## src/rtl/bias_pkg.sv

```systemverilog
// Shared types for the bias bank loader: bias word type and loader FSM state encoding.
package bias_pkg;

  localparam int BIAS_W = 18;

  typedef logic signed [BIAS_W-1:0] bias_t;

  typedef enum logic [0:0] {
    IDLE = 1'b0,
    LOAD = 1'b1
  } bias_ld_state_t;

endpackage

```

## src/rtl/bias_bank_loader_if.sv

```systemverilog
// Serial bias word stream (valid/ready) from the weight/bias fetch unit into the bias bank.
interface bias_bank_loader_if;
  import bias_pkg::*;

  logic  s_valid;
  logic  s_ready;
  bias_t s_data;

  modport master (output s_valid, output s_data, input s_ready);
  modport slave  (input s_valid, input s_data, output s_ready);

endinterface

```

## src/rtl/bias_load_ctrl.sv

```systemverilog
// Load controller: IDLE/LOAD FSM, lane counter, registered s_ready, load_done pulse, q_valid,
// one-hot per-lane write enables. BIAS_BANK_DBUF_EN keeps q_valid alive while a reload is in flight.
module bias_load_ctrl
  import bias_pkg::*;
#(
  parameter int N_adder_tree = 16
) (
  input  logic                    clk,
  input  logic                    rst,
  input  logic                    start,
  input  logic                    abort,
  input  logic                    s_valid,
  output logic                    s_ready,
  output logic                    load_done,
  output logic                    q_valid,
  output logic [N_adder_tree-1:0] lane_we
);

  localparam int                CNT_W = $clog2(N_adder_tree);
  localparam logic [CNT_W-1:0]  LAST  = CNT_W'(N_adder_tree - 1);

  bias_ld_state_t   state;
  logic [CNT_W-1:0] cnt;
  logic             xfer;
  logic             last_beat;

  // s_ready is high only in LOAD, so a transfer implies LOAD; abort squashes the beat.
  assign xfer      = s_valid & s_ready & ~abort;
  assign last_beat = xfer & (cnt == LAST);

  always_comb begin
    // NOTE: default first so every path assigns lane_we and no latch is inferred.
    lane_we = '0;
    if (xfer) lane_we[cnt] = 1'b1;
  end

  // NOTE: non-blocking assignments for all state so every register samples pre-edge values.
  always_ff @(posedge clk) begin
    if (rst) begin
      state     <= IDLE;
      cnt       <= '0;
      s_ready   <= 1'b0;
      load_done <= 1'b0;
      q_valid   <= 1'b0;
    end else begin
      load_done <= 1'b0;
      case (state)
        IDLE: begin
          if (start) begin
            state   <= LOAD;
            cnt     <= '0;
            s_ready <= 1'b1;
`ifndef BIAS_BANK_DBUF_EN
            q_valid <= 1'b0;
`endif
          end
        end
        LOAD: begin
          if (abort) begin
            state   <= IDLE;
            cnt     <= '0;
            s_ready <= 1'b0;
          end else if (last_beat) begin
            state     <= IDLE;
            cnt       <= '0;
            s_ready   <= 1'b0;
            load_done <= 1'b1;
            q_valid   <= 1'b1;
          end else if (xfer) begin
            cnt <= cnt + 1'b1;
          end
        end
        default: begin
          state   <= IDLE;
          cnt     <= '0;
          s_ready <= 1'b0;
        end
      endcase
    end
  end

endmodule

```

## src/rtl/bias_bank_loader.sv

```systemverilog
// Loadable bias register bank: serial 18-bit words in (lane 0 first), parallel lane vector out.
// Optional BIAS_BANK_DBUF_EN adds a shadow bank so q switches atomically on the final beat.
module bias_bank_loader
  import bias_pkg::*;
#(
  parameter int N_adder_tree = 16
) (
  input  logic                           clk,
  input  logic                           rst,
  input  logic                           start,
  input  logic                           abort,
  bias_bank_loader_if.slave              s,
  output logic [N_adder_tree*BIAS_W-1:0] q,
  output logic                           q_valid,
  output logic                           load_done
);

  logic [N_adder_tree-1:0] lane_we;
  bias_t                   bank [N_adder_tree];

  bias_load_ctrl #(
    .N_adder_tree (N_adder_tree)
  ) u_ctrl (
    .clk       (clk),
    .rst       (rst),
    .start     (start),
    .abort     (abort),
    .s_valid   (s.s_valid),
    .s_ready   (s.s_ready),
    .load_done (load_done),
    .q_valid   (q_valid),
    .lane_we   (lane_we)
  );

`ifdef BIAS_BANK_DBUF_EN
  // The last lane never needs a shadow slot: its word goes straight to q on the commit edge.
  bias_t shadow [N_adder_tree-1];

  // NOTE: the shadow is not reset; every slot is rewritten before a commit can expose it.
  always_ff @(posedge clk) begin
    for (int k = 0; k < N_adder_tree - 1; k++) begin
      if (lane_we[k]) shadow[k] <= s.s_data;
    end
  end

  // Write enable of the last lane fires only on the final beat, so it doubles as the commit strobe.
  always_ff @(posedge clk) begin
    if (rst) begin
      for (int k = 0; k < N_adder_tree; k++) bank[k] <= '0;
    end else if (lane_we[N_adder_tree-1]) begin
      for (int k = 0; k < N_adder_tree - 1; k++) bank[k] <= shadow[k];
      bank[N_adder_tree-1] <= s.s_data;
    end
  end
`else
  always_ff @(posedge clk) begin
    if (rst) begin
      for (int k = 0; k < N_adder_tree; k++) bank[k] <= '0;
    end else begin
      for (int k = 0; k < N_adder_tree; k++) begin
        if (lane_we[k]) bank[k] <= s.s_data;
      end
    end
  end
`endif

  for (genvar k = 0; k < N_adder_tree; k++) begin : g_pack
    assign q[BIAS_W*k +: BIAS_W] = bank[k];
  end

endmodule

```

## src/flat_wrapper.sv

```systemverilog
// flat-port wrapper written by rule: the top's interface ports become plain ports
module bias_bank_loader_flat import bias_pkg::*;
#(
  parameter int N_adder_tree = 16
)
  (clk, rst, start, abort, q, q_valid, load_done, s_s_valid, s_s_data, s_s_ready);
  bias_bank_loader_if s_i ();
  input  logic clk;
  input  logic rst;
  input  logic start;
  input  logic abort;
  output logic [N_adder_tree*BIAS_W-1:0] q;
  output logic q_valid;
  output logic load_done;
  input wire logic [$bits(s_i.s_valid)-1:0] s_s_valid;
  input wire logic [$bits(s_i.s_data)-1:0] s_s_data;
  output wire logic [$bits(s_i.s_ready)-1:0] s_s_ready;
  assign s_i.s_valid = s_s_valid;
  assign s_i.s_data = s_s_data;
  assign s_s_ready = s_i.s_ready;
  bias_bank_loader #(.N_adder_tree(N_adder_tree)) u_core (.clk(clk), .rst(rst), .start(start), .abort(abort), .s(s_i), .q(q), .q_valid(q_valid), .load_done(load_done));
endmodule
```

## config.mk

```make
export PLATFORM = sky130hd
export DESIGN_NAME = bias_bank_loader_flat
export DESIGN_NICKNAME = d
export VERILOG_FILES = /design/src/rtl/bias_pkg.sv /design/src/rtl/bias_bank_loader_if.sv /design/src/rtl/bias_load_ctrl.sv /design/src/rtl/bias_bank_loader.sv /design/src/flat_wrapper.sv
export SDC_FILE = /design/constraint.sdc
export NUM_CORES = 1
export LEC_CHECK = 0
export ABC_AREA = 1
export CAP_MARGIN = 15
export CORE_MARGIN = 5
export CORE_UTILIZATION = 50
export DETAILED_ROUTE_END_ITERATION = 8
export PLACE_DENSITY_LB_ADDON = 0.12
export SLEW_MARGIN = 10
export SYNTH_ARGS = -nofsm -noshare
export SYNTH_HDL_FRONTEND = slang
export SYNTH_SLANG_ARGS = --single-unit
```

## constraint.sdc

```tcl
create_clock -name clk -period 6.8 [get_ports clk]
set_input_delay 1.36 -clock clk [delete_from_list [all_inputs] [get_ports clk]]
set_output_delay 1.36 -clock clk [all_outputs]
set_load 0.05 [all_outputs]
```

### Yosys cells after proc, flatten, opt, wreduce, memory -nomap -nowiden

Memories as Yosys holds them, arrays and structs flattened.
Index checks and enable logic that the tools add are counted.

* $add $sub $neg: 1
* order comparisons: 2
* eq/ne operators: 6
* muxes and demuxes: 87
* bitwise gates (word level): 21
* reductions and logical operators: 5

Operator list (count)
* two-way mux 18 bit: 16
* two-way mux 1 bit: 61
* two-way mux 16 bit: 1
* two-way mux 4 bit: 4
* OR 1 bit: 16
* case mux 4 bit (2 select lines): 1
* case mux 1 bit (2 select lines): 3
* < comparator 4 x 5 -> 1 bit, second input constant: 1
* adder 4 x 1 -> 4 bit, second input constant: 1
* demux 1 bit (select 4 bit): 1
* equality test 4 bit, second input constant: 1
* greater-or-equal comparator 4 x 1 -> 1 bit, second input constant: 1
* inequality test 2 bit, second input constant: 2
* inequality test 4 x 2 -> 1 bit, second input constant: 1
* AND reduction 2 bit: 2
* AND 1 bit: 3
* inequality test 3 x 2 -> 1 bit, second input constant: 1
* AND reduction 3 bit: 1
* OR reduction 3 bit: 1
* inequality test 2 x 1 -> 1 bit, second input constant: 1
* NOT 1 bit: 2
* logical AND 1 bit: 1

* register bits after elaboration: 8
* memory bits (writable): 288
* bits of input ports: 23
* word-level logic and storage cells: 128
* memories: 1

Memories
* u_core.bank: words 16, bits a word 18, rd ports 16, clocked after Yosys merged registers in 0, wr ports 16, RTL line bias_bank_loader.sv:19 `bias_t bank [N_adder_tree];`

### Depth between registers and ports, before layout

Gate-level depths: netlist (run 1).

* depth in word-level cells: 9
* depth in mapped cells: 7

### Hierarchy

Synthesis (run 1) repeated with hierarchy kept, for this count alone.

* cells, all modules: 655
* area total of the unflattened synthesis: 10420.0 um^2

Modules (own cells, without submodules)
* bias_bank_loader: times used 1, cells an instance 563, area an instance 9850.7 um^2, seq. area each 8648.3 um^2
* bias_load_ctrl: times used 1, cells an instance 92, area an instance 569.3 um^2, seq. area each 160.2 um^2

### Worst setup path after synthesis (run 1)

No wires, ideal clock.

* path type: input port to flip-flop
* start point: input port s_s_valid
* end point: memory u_core.bank[1][72] (netlist bit) (enable)
* setup time: 0.418 ns
* arrival time: 3.072 ns
* required time: 6.382 ns
* setup slack: 3.310 ns
* stages: 4
* buffers on the path: 0
* cells stage by stage: nand2_2 > nor2_8 > nand2_2 > o21ai_0

RTL lines
* start: declaration: RTL line flat_wrapper.sv:15 `input wire logic [$bits(s_i.s_valid)-1:0] s_s_valid;`
* end: declaration: RTL line bias_bank_loader.sv:19

==> results of run 1 <==
## power breakdown
part	switching (W)	internal [W]
registers	0.0000322	0.00210
clock network	0.000654	0.000899
logic	0.000455	0.000163
## worst register-to-register path, cell delays in order, from the launching register on
cell and delay, ns:
dfxtp_1 0.41, ha_1 0.34, nand2_2 0.12, nor3_2 0.19, inv_2 0.20, nand2_1 0.63
## synth_stat cells
cell type / instances / share of area (%)
edfxtp_1: 288 / 84
nor2_1: 202 / 7.3
nand2_1: 31 / 1.1
inv_1: 28 / 1.0
clkinv_1: 19 / 0.69
dfxtp_1: 8 / 1.6
inv_2: 7 / 0.25
o21ai_0: 7 / 0.34
buf_6: 6 / 0.65
nand2_2: 5 / 0.30
nand3_1: 5 / 0.24
ha_1: 4 / 0.48
nand2_4: 4 / 0.44
buf_4: 3 / 0.22
clkbuf_1: 3 / 0.11
nand3_4: 3 / 0.51
nor3_2: 3 / 0.29
a21oi_1: 2 / 0.097
nand4_1: 2 / 0.12
nor3_1: 2 / 0.097
and3_1: 1 / 0.061
buf_2: 1 / 0.048
clkinv_2: 1 / 0.048
nor2_8: 1 / 0.19
o22ai_1: 1 / 0.061
## cell type report
cell class	instances	area, um2
sequential	296	8808
fill	1339	5644
timing repair buffer	314	3148
multi-input combinational	273	1227
clock buffer	34	744.5
tap	270	337.8
inverter	55	207.7
clock inverter	20	181.4
## stage by stage
step                cells  instance area (um2)  total power, W  utilization (%)
floorplan             637                10330        0.002551                -
global placement     1207                13710        0.002787            67.56
detailed placement   1207                13710        0.002790            67.56
CTS                  1261                14640        0.004316            72.12
global route         1262                14660        0.004420            72.20
finish               1262                14660        0.004301            72.20
## routing by layer
| metal | vias to the layer above | wire length, um | track usage [%] |
|---|---|---|---|
| met4 | 0 | 969 | 7.780 |
| li1 | 2871 | - | - |
| met3 | 53 | 2083 | 4.862 |
| met1 | 3080 | 10320 | 27.58 |
| met2 | 291 | 13770 | 38.73 |
| met5 | - | 0 | 0 |
## sequential cells by signal (all words and copies together), names as in the netlist
signal,cells
u_core.u_ctrl.q_valid,1
u_core.bank,288
u_core.u_ctrl.state,1
u_core.u_ctrl.load_done,1
u_core.u_ctrl.s_ready,1
u_core.u_ctrl.cnt,4
## placed cells by master, fill, tap and decap left out
| cell | Yosys | layout |
|---|---|---|
| a21oi_1 | 2 | 2 |
| and3_1 | 1 | 1 |
| buf_8 | 0 | 1 |
| bufinv_16 | 0 | 3 |
| clkbuf_1 | 3 | 5 |
| clkbuf_16 | 0 | 29 |
| clkdlybuf4s50_1 | 0 | 313 |
| clkinv_1 | 19 | 24 |
| clkinv_2 | 1 | 10 |
| clkinvlp_4 | 0 | 1 |
| dfxtp_1 | 8 | 8 |
| edfxtp_1 | 288 | 288 |
| ha_1 | 4 | 4 |
| inv_1 | 28 | 28 |
| inv_2 | 7 | 7 |
| inv_6 | 0 | 1 |
| inv_8 | 0 | 1 |
| nand2_1 | 31 | 31 |
| nand2_2 | 5 | 5 |
| nand2_4 | 4 | 4 |
| nand3_1 | 5 | 5 |
| nand3_4 | 3 | 3 |
| nand4_1 | 2 | 2 |
| nor2_1 | 202 | 202 |
| nor2_8 | 1 | 1 |
| nor3_1 | 2 | 2 |
| nor3_2 | 3 | 3 |
| o21ai_0 | 7 | 2 |
| o21ai_2 | 0 | 5 |
| o22ai_1 | 1 | 1 |
## cells by family after synthesis
logic type / count (synthesis) / share of synthesized area [%]
fa+ha+maj: 4 / 0.4845
compound gates: 10 / 0.4966
buf+inv: 68 / 3.040
flops: 296 / 85.26
simple gates: 259 / 10.72
## final timing paths
path | end | cells past startpoint | startpoint | slack (ns)
worst max register to register | u_core.bank[0][67] | 5 | u_core.u_ctrl.cnt[0] | 4.53
worst max-delay path | u_core.bank[1][139] | 3 | rst | 2.56
worst min register to register | u_core.u_ctrl.q_valid | 2 | u_core.u_ctrl.q_valid | 0.47
worst min-delay path | u_core.u_ctrl.q_valid | 2 | u_core.u_ctrl.q_valid | 0.47
==> results.py, run 1 <==
metrics = {
    "sta": {
        "fin_tns_setup_ns": 0,
        "rsz0062_at_grt": "false",
        "finalSetupViolCount": 0,
        "hold_viol": 0,
        "fin_ws_ns": 2.560,
        "fin_crit_ns": 4.240,
        "slew_viol_final": 0,
        "finClkSkew_ns": 0.01036,
        "fmax_mhz": 235.9,
        "finalCritPeriodShare_pct": 62.35,
        "max_slew.worst_pin.slew_ns": 1.102,
        "fin_hold_ws_ns": 0.4665,
        "slew_headroom_pct": 26.52,
    },
    "floorplanning": {
        "coreArea_um2": 20300,
        "start_util_pct": 50.89,
        "rows": 52,
        "dieArea_um2": 23640,
        "die_w_um": 153.7,
        "io_pins": 314,
        "fp.dieH_um": 153.7,
    },
    "power": {
        "peakVddDrop_mv": 0.1890,
        "cellPowerDensity_nw_per_um2": 293.5,
        "p_leak_nw": 5.348,
    },
    "critical_path": {
        "cpPeakStageDelay_ns": 1.19,
        "critPathTopFamily": "buffers and inverters",
        "cp_data_arrival_time_ns": 4.40,
        "path_buf_inv": 2,
        "crit_chain": "clkdlybuf4s50_1 > clkinv_1 > nand2_1",
        "crit_path_start_kind": "input pin",
        "end_kind": "register",
        "crit_type": "in -> reg",
        "cpMaxStageDelayCell": "clkdlybuf4s50_1",
        "required_ns": 6.96,
        "path_max_fanout": 22,
    },
    "global_route": {
        "antenna_found_initial": 0,
        "grt_pass1_wl_um": 39360,
        "grt_usage_pct": 22.21,
        "grt_max_degree": 23,
        "grt_pass1_vias": 6233,
        "grt_overflow": 0,
    },
    "routing": {
        "via_per_inst": 4.988,
        "drc": 0,
        "first_iter_violations": 451,
        "vias": 6295,
        "first_pass_iters": 5,
        "wl_per_cell_um": 21.51,
        "drtAntennaViolNets": 0,
        "wl_um": 27150,
    },
    "placement": {
        "port_buffers": 313,
        "gp_congestion": 0.8441,
        "place_hpwl_um": 19330,
        "post-place-ws_ns": 2.155,
    },
    "synth": {
        "ys_seq_area_share_pct": 85.26,
        "syn_area_um2": 10330,
        "ys_ff_latch": 296,
        "ys_types": 25,
        "synth_fp_nets": 664,
        "syn_avg_cell_area_um2": 16.22,
        "synthCells": 637,
        "yosysWarningCount": 0,
    },
    "clock_network": {
        "clk_latency_ns": 0.53,
        "cts_resized": 0,
        "cts_tree": "done",
        "clock-root-buffer": "clkbuf_16",
        "htree_levels": 1,
        "hold_buffers": 0,
        "cts_setup_buffers": 0,
        "clock-sinks": 296,
        "max-clock-path-buffers": 3,
        "clk_pin_slew_worst_paths_ns": 0.06,
        "cts_buffers": 29,
    },
    "run": {
        "maxCapViolations": 0,
    },
    "layout": {
        "finalNetCount": 996,
        "drive_above_1_share_pct": 7.460,
        "antennaDiodeCount": 0,
        "area_growth_pct": 41.86,
    },
    "run_status": {
        "status": "complete, no violations",
    },
    "min_path": {
        "min_path_type": "reg -> reg",
    },
}
Power figures use the tool's default switching activity.
==> run 2: changes to the inputs <==
CORE_UTILIZATION = 47   (was 50)
clock period = 4.3 ns   (was 6.8 ns; I/O delays follow)
==> results.py, run 2 (synthesized netlist as in run 1, its figures left out) <==
metrics = {
    "run_status": {
        "status": "complete, no violations",
    },
    "clock_network": {
        "cts_resized": 0,
        "clock-sinks": 296,
        "clock-root-buffer": "clkbuf_16",
        "max-clock-path-buffers": 3,
        "clk_latency_ns": 0.54,
        "cts_tree": "done",
        "clk_pin_slew_worst_paths_ns": 0.06,
        "cts_buffers": 29,
        "htree_levels": 1,
        "hold_buffers": 0,
        "cts_setup_buffers": 0,
    },
    "placement": {
        "post-place-ws_ns": 1.166,
        "gp_congestion": 0.8353,
        "port_buffers": 313,
        "dpl-instance-area_um2": 13790,
        "place_hpwl_um": 19560,
    },
    "global_route": {
        "grt_util_met3_pct": 3.996,
        "grt_max_degree": 20,
        "antenna_found_initial": 0,
        "grt_pass1_vias": 6133,
        "grt_pass1_wl_um": 39280,
        "grt_usage_pct": 21.36,
        "grt_overflow": 0,
        "grt-busiest-layer": "met2",
        "met1_usage_pct": 27.71,
        "gr-usage-met2_pct": 36.57,
    },
    "sta": {
        "finalCritPeriodShare_pct": 61.53,
        "slew_viol_final": 0,
        "fin_tns_setup_ns": 0,
        "fin_ws_ns": 1.654,
        "fmax_mhz": 378.0,
        "rsz0062_at_grt": "false",
        "finClkSkew_ns": 0.01287,
        "finalSetupViolCount": 0,
        "slew_headroom_pct": 44.92,
        "max_slew.worst_pin.slew_ns": 0.8241,
        "fin_crit_ns": 2.646,
        "hold_viol": 0,
    },
    "floorplanning": {
        "fp.dieH_um": 158.3,
        "rows": 54,
        "coreArea_um2": 21760,
        "io_pins": 314,
        "dieArea_um2": 25050,
        "die_w_um": 158.3,
        "start_util_pct": 47.49,
    },
    "power": {
        "p_leak_nw": 5.364,
        "total_power_w": 0.006746,
        "peakVddDrop_mv": 0.3068,
        "cellPowerDensity_nw_per_um2": 459.4,
    },
    "critical_path": {
        "cpMaxStageDelayCell": "clkdlybuf4s50_1",
        "cp_data_arrival_time_ns": 1.79,
        "required_ns": 3.44,
        "end_kind": "output pin",
        "crit_chain": "clkdlybuf4s50_1",
        "crit_type": "reg -> out",
        "path_buf_inv": 1,
        "crit_path_start_kind": "register",
        "cpPeakStageDelay_ns": 0.86,
        "critPathTopFamily": "buffers and inverters",
        "path_max_fanout": 1,
    },
    "routing": {
        "drc": 0,
        "first_pass_iters": 4,
        "vias": 6242,
        "drtAntennaViolNets": 0,
        "first_iter_violations": 530,
        "wl_per_cell_um": 21.43,
        "via_per_inst": 4.880,
        "wl_um": 27410,
    },
    "layout": {
        "drive_above_1_share_pct": 7.908,
        "utilization_pct": 67.51,
        "regMostFlops": "u_core.bank",
        "antennaDiodeCount": 0,
        "area_growth_pct": 42.16,
        "finalNetCount": 1003,
        "final_common_cell": "clkdlybuf4s50_1",
        "final_area_um2": 14690,
        "top_regs": "u_core.bank x288, u_core.u_ctrl.cnt x4",
        "mostFrequentLayoutCells": "clkdlybuf4s50_1, edfxtp_1, nor2_1, nand2_1, clkbuf_16",
        "fillers": 1575,
        "largest_reg_flops": 288,
    },
    "run": {
        "maxCapViolations": 0,
    },
    "min_path": {
        "min_path_type": "reg -> reg",
    },
}
-- run 2: changes by cell type in the layout (fill, tap and decap cells not counted) --
cell       before  now
buf_8           1    0
clkbuf_1        5    3
inv_6           1    2
buf_4           0    8
clkinv_4        0    1
clkinv_1       24   28
clkinv_2       10    8
bufinv_16       3    2
inv_8           1    0
-- run 2: layer usage --
| metal | vias to the layer above | wire length, um | part of all wire (%) |
|---|---|---|---|
| met5 | - | 0 | 0 |
| met4 | 0 | 963 | 3.5 |
| met3 | 50 | 2152 | 7.9 |
| met2 | 268 | 13930 | 51 |
| met1 | 3028 | 10360 | 38 |
| li1 | 2896 | - | - |
-- run 2: final cells by class --
class / count / area (um2) / share of cell area [%]
Clock buffer: 32 / 737.0 / 5.018
Clock inverter: 22 / 162.7 / 1.108
Inverter: 55 / 207.7 / 1.414
Multi-Input combinational cell: 273 / 1227 / 8.357
Sequential cell: 296 / 8808 / 59.98
Tap cell: 280 / 350.3 / 2.385
Timing Repair Buffer: 321 / 3193 / 21.74
-- run 2: path summary, 6_finish.rpt --
check	startpoint	end	depth (start not counted)	slack (ns)
max	u_core.bank[0][135]	q[135]	1	1.65
min	u_core.u_ctrl.q_valid	u_core.u_ctrl.q_valid	2	0.44
max reg2reg	u_core.u_ctrl.cnt[0]	u_core.bank[0][58]	5	2.08
min reg2reg	u_core.u_ctrl.q_valid	u_core.u_ctrl.q_valid	2	0.44
-- run 2: report_power, final --
part / internal, W / switching, W / total [W]
logic: 0.000262 / 0.000724 / 0.000986
clock network: 0.00135 / 0.00104 / 0.00240
registers: 0.00332 / 0.0000452 / 0.00336
-- run 2: through the flow --
stage / std cells / hold WS [ns]
final: 1279 / 0.4416
after global routing: 1279 / 0.4607
after CTS: 1279 / 0.4448
after detailed placement: 1225 / 0.4368
after global placement: 1225 / 0.4359
after floorplan: 637 / 0.4846
==> run 3: changes to the inputs <==
clock period = 2.5 ns   (was 4.3 ns; I/O delays follow)
==> results.py, run 3 (synthesized netlist as in run 1, its figures left out) <==
metrics = {
    "sta": {
        "slew_headroom_pct": 58.68,
        "finClkSkew_ns": 0.03045,
        "fin_crit_ns": 2.288,
        "fmax_mhz": 437.0,
        "finalCritPeriodShare_pct": 91.53,
        "max_slew.worst_pin.slew_ns": 0.6179,
        "finalSetupViolCount": 0,
        "hold_viol": 0,
        "rsz0062_at_grt": "false",
        "slew_viol_final": 0,
        "fin_tns_setup_ns": 0,
    },
    "global_route": {
        "grt_usage_pct": 21.71,
        "grt_pass1_vias": 6311,
        "grt_pass1_wl_um": 40070,
        "grt_overflow": 0,
        "grt_max_degree": 20,
        "antenna_found_initial": 0,
    },
    "layout": {
        "largest_reg_flops": 288,
        "antennaDiodeCount": 0,
        "mostFrequentLayoutCells": "clkdlybuf4s50_1, edfxtp_1, nor2_1, buf_4, nand2_1",
        "final_common_cell": "clkdlybuf4s50_1",
        "finalNetCount": 1048,
        "regMostFlops": "u_core.bank",
        "utilization_pct": 69.88,
        "area_growth_pct": 47.16,
        "final_area_um2": 15200,
        "drive_above_1_share_pct": 11.83,
        "top_regs": "u_core.bank x288, u_core.u_ctrl.cnt x4",
    },
    "clock_network": {
        "cts_setup_buffers": 0,
        "hold_buffers": 0,
        "cts_tree": "done",
        "max-clock-path-buffers": 3,
        "clock-root-buffer": "clkbuf_16",
        "clk_pin_slew_worst_paths_ns": 0.07,
        "cts_buffers": 29,
        "cts_resized": 0,
        "htree_levels": 1,
        "clock-sinks": 296,
        "clk_latency_ns": 0.55,
    },
    "placement": {
        "port_buffers": 313,
        "gp_congestion": 0.8373,
        "dpl-instance-area_um2": 14270,
        "place_hpwl_um": 19640,
    },
    "floorplanning": {
        "io_pins": 314,
        "dieArea_um2": 25050,
        "die_w_um": 158.3,
        "coreArea_um2": 21760,
        "rows": 54,
        "start_util_pct": 47.49,
        "fp.dieH_um": 158.3,
    },
    "routing": {
        "wl_per_cell_um": 21.01,
        "drtAntennaViolNets": 0,
        "drc": 0,
        "first_pass_iters": 5,
        "vias": 6447,
        "via_per_inst": 4.884,
        "wl_um": 27740,
        "first_iter_violations": 425,
    },
    "run": {
        "maxCapViolations": 0,
    },
    "critical_path": {
        "crit_chain": "clkdlybuf4s50_1",
        "required_ns": 2.00,
        "path_buf_inv": 1,
        "crit_type": "reg -> out",
        "path_max_fanout": 3,
        "critPathTopFamily": "buffers and inverters",
        "cp_data_arrival_time_ns": 1.79,
        "cpMaxStageDelayCell": "clkdlybuf4s50_1",
        "end_kind": "output pin",
        "crit_path_start_kind": "register",
        "cpPeakStageDelay_ns": 0.84,
    },
    "min_path": {
        "min_path_type": "reg -> reg",
    },
    "power": {
        "peakVddDrop_mv": 0.5228,
        "p_leak_nw": 5.639,
        "cellPowerDensity_nw_per_um2": 778.1,
    },
    "run_status": {
        "status": "complete, no violations",
    },
}
## run 3: changes by cell type in the layout (fill, tap and decap cells not counted), sizes merged
cell	before	now
inv	37	36
clkinv	37	29
bufinv	2	4
clkbuf	32	34
buf	8	53
clkinvlp	1	2
## run 3: path summary, 6_finish.rpt
kind | to | cells after the start | start | slack [ns]
setup reg to reg | u_core.bank[0][26] | 7 | u_core.u_ctrl.s_ready | 0.83
setup / recovery | s_s_ready | 1 | u_core.u_ctrl.s_ready | 0.21
hold reg to reg | u_core.u_ctrl.q_valid | 2 | u_core.u_ctrl.q_valid | 0.48
hold / removal | u_core.u_ctrl.q_valid | 2 | u_core.u_ctrl.q_valid | 0.48
## run 3: per-stage QoR
stage                     total power [W]  setup slack [ns]  hold slack [ns]  cells
after floorplan                  0.006937           -0.3447           0.4846    637
after global placement           0.007659            0.2734           0.4484   1270
after CTS                         0.01192            0.1986           0.4760   1320
after detailed placement         0.007670            0.2494           0.4455   1270
after global routing              0.01219            0.1620           0.5148   1320
final                             0.01183            0.2118           0.4832   1320
## run 3: layer usage
layer | up-vias | global-route usage (%) | wire length, um
met3 | 31 | 3.968 | 2136
met5 | - | 0 | 0
met2 | 264 | 38.89 | 14620
met1 | 3178 | 27.32 | 10390
li1 | 2974 | - | -
met4 | 0 | 5.890 | 590
## run 3: final cells by class
class | instances | area [um2]
Sequential cell | 296 | 8808
Fill cell | 1519 | 6553
Timing Repair Buffer | 366 | 3681
Clock buffer | 34 | 744.5
Multi-Input combinational cell | 273 | 1227
Clock inverter | 16 | 183.9
Inverter | 55 | 207.7
Tap cell | 280 | 350.3
## run 3: report_power, final
part           internal, W  switching [W]  total (W)
registers          0.00570      0.0000774    0.00578
logic             0.000514        0.00126    0.00177
clock network      0.00253        0.00175    0.00428
total              0.00874        0.00309     0.0118
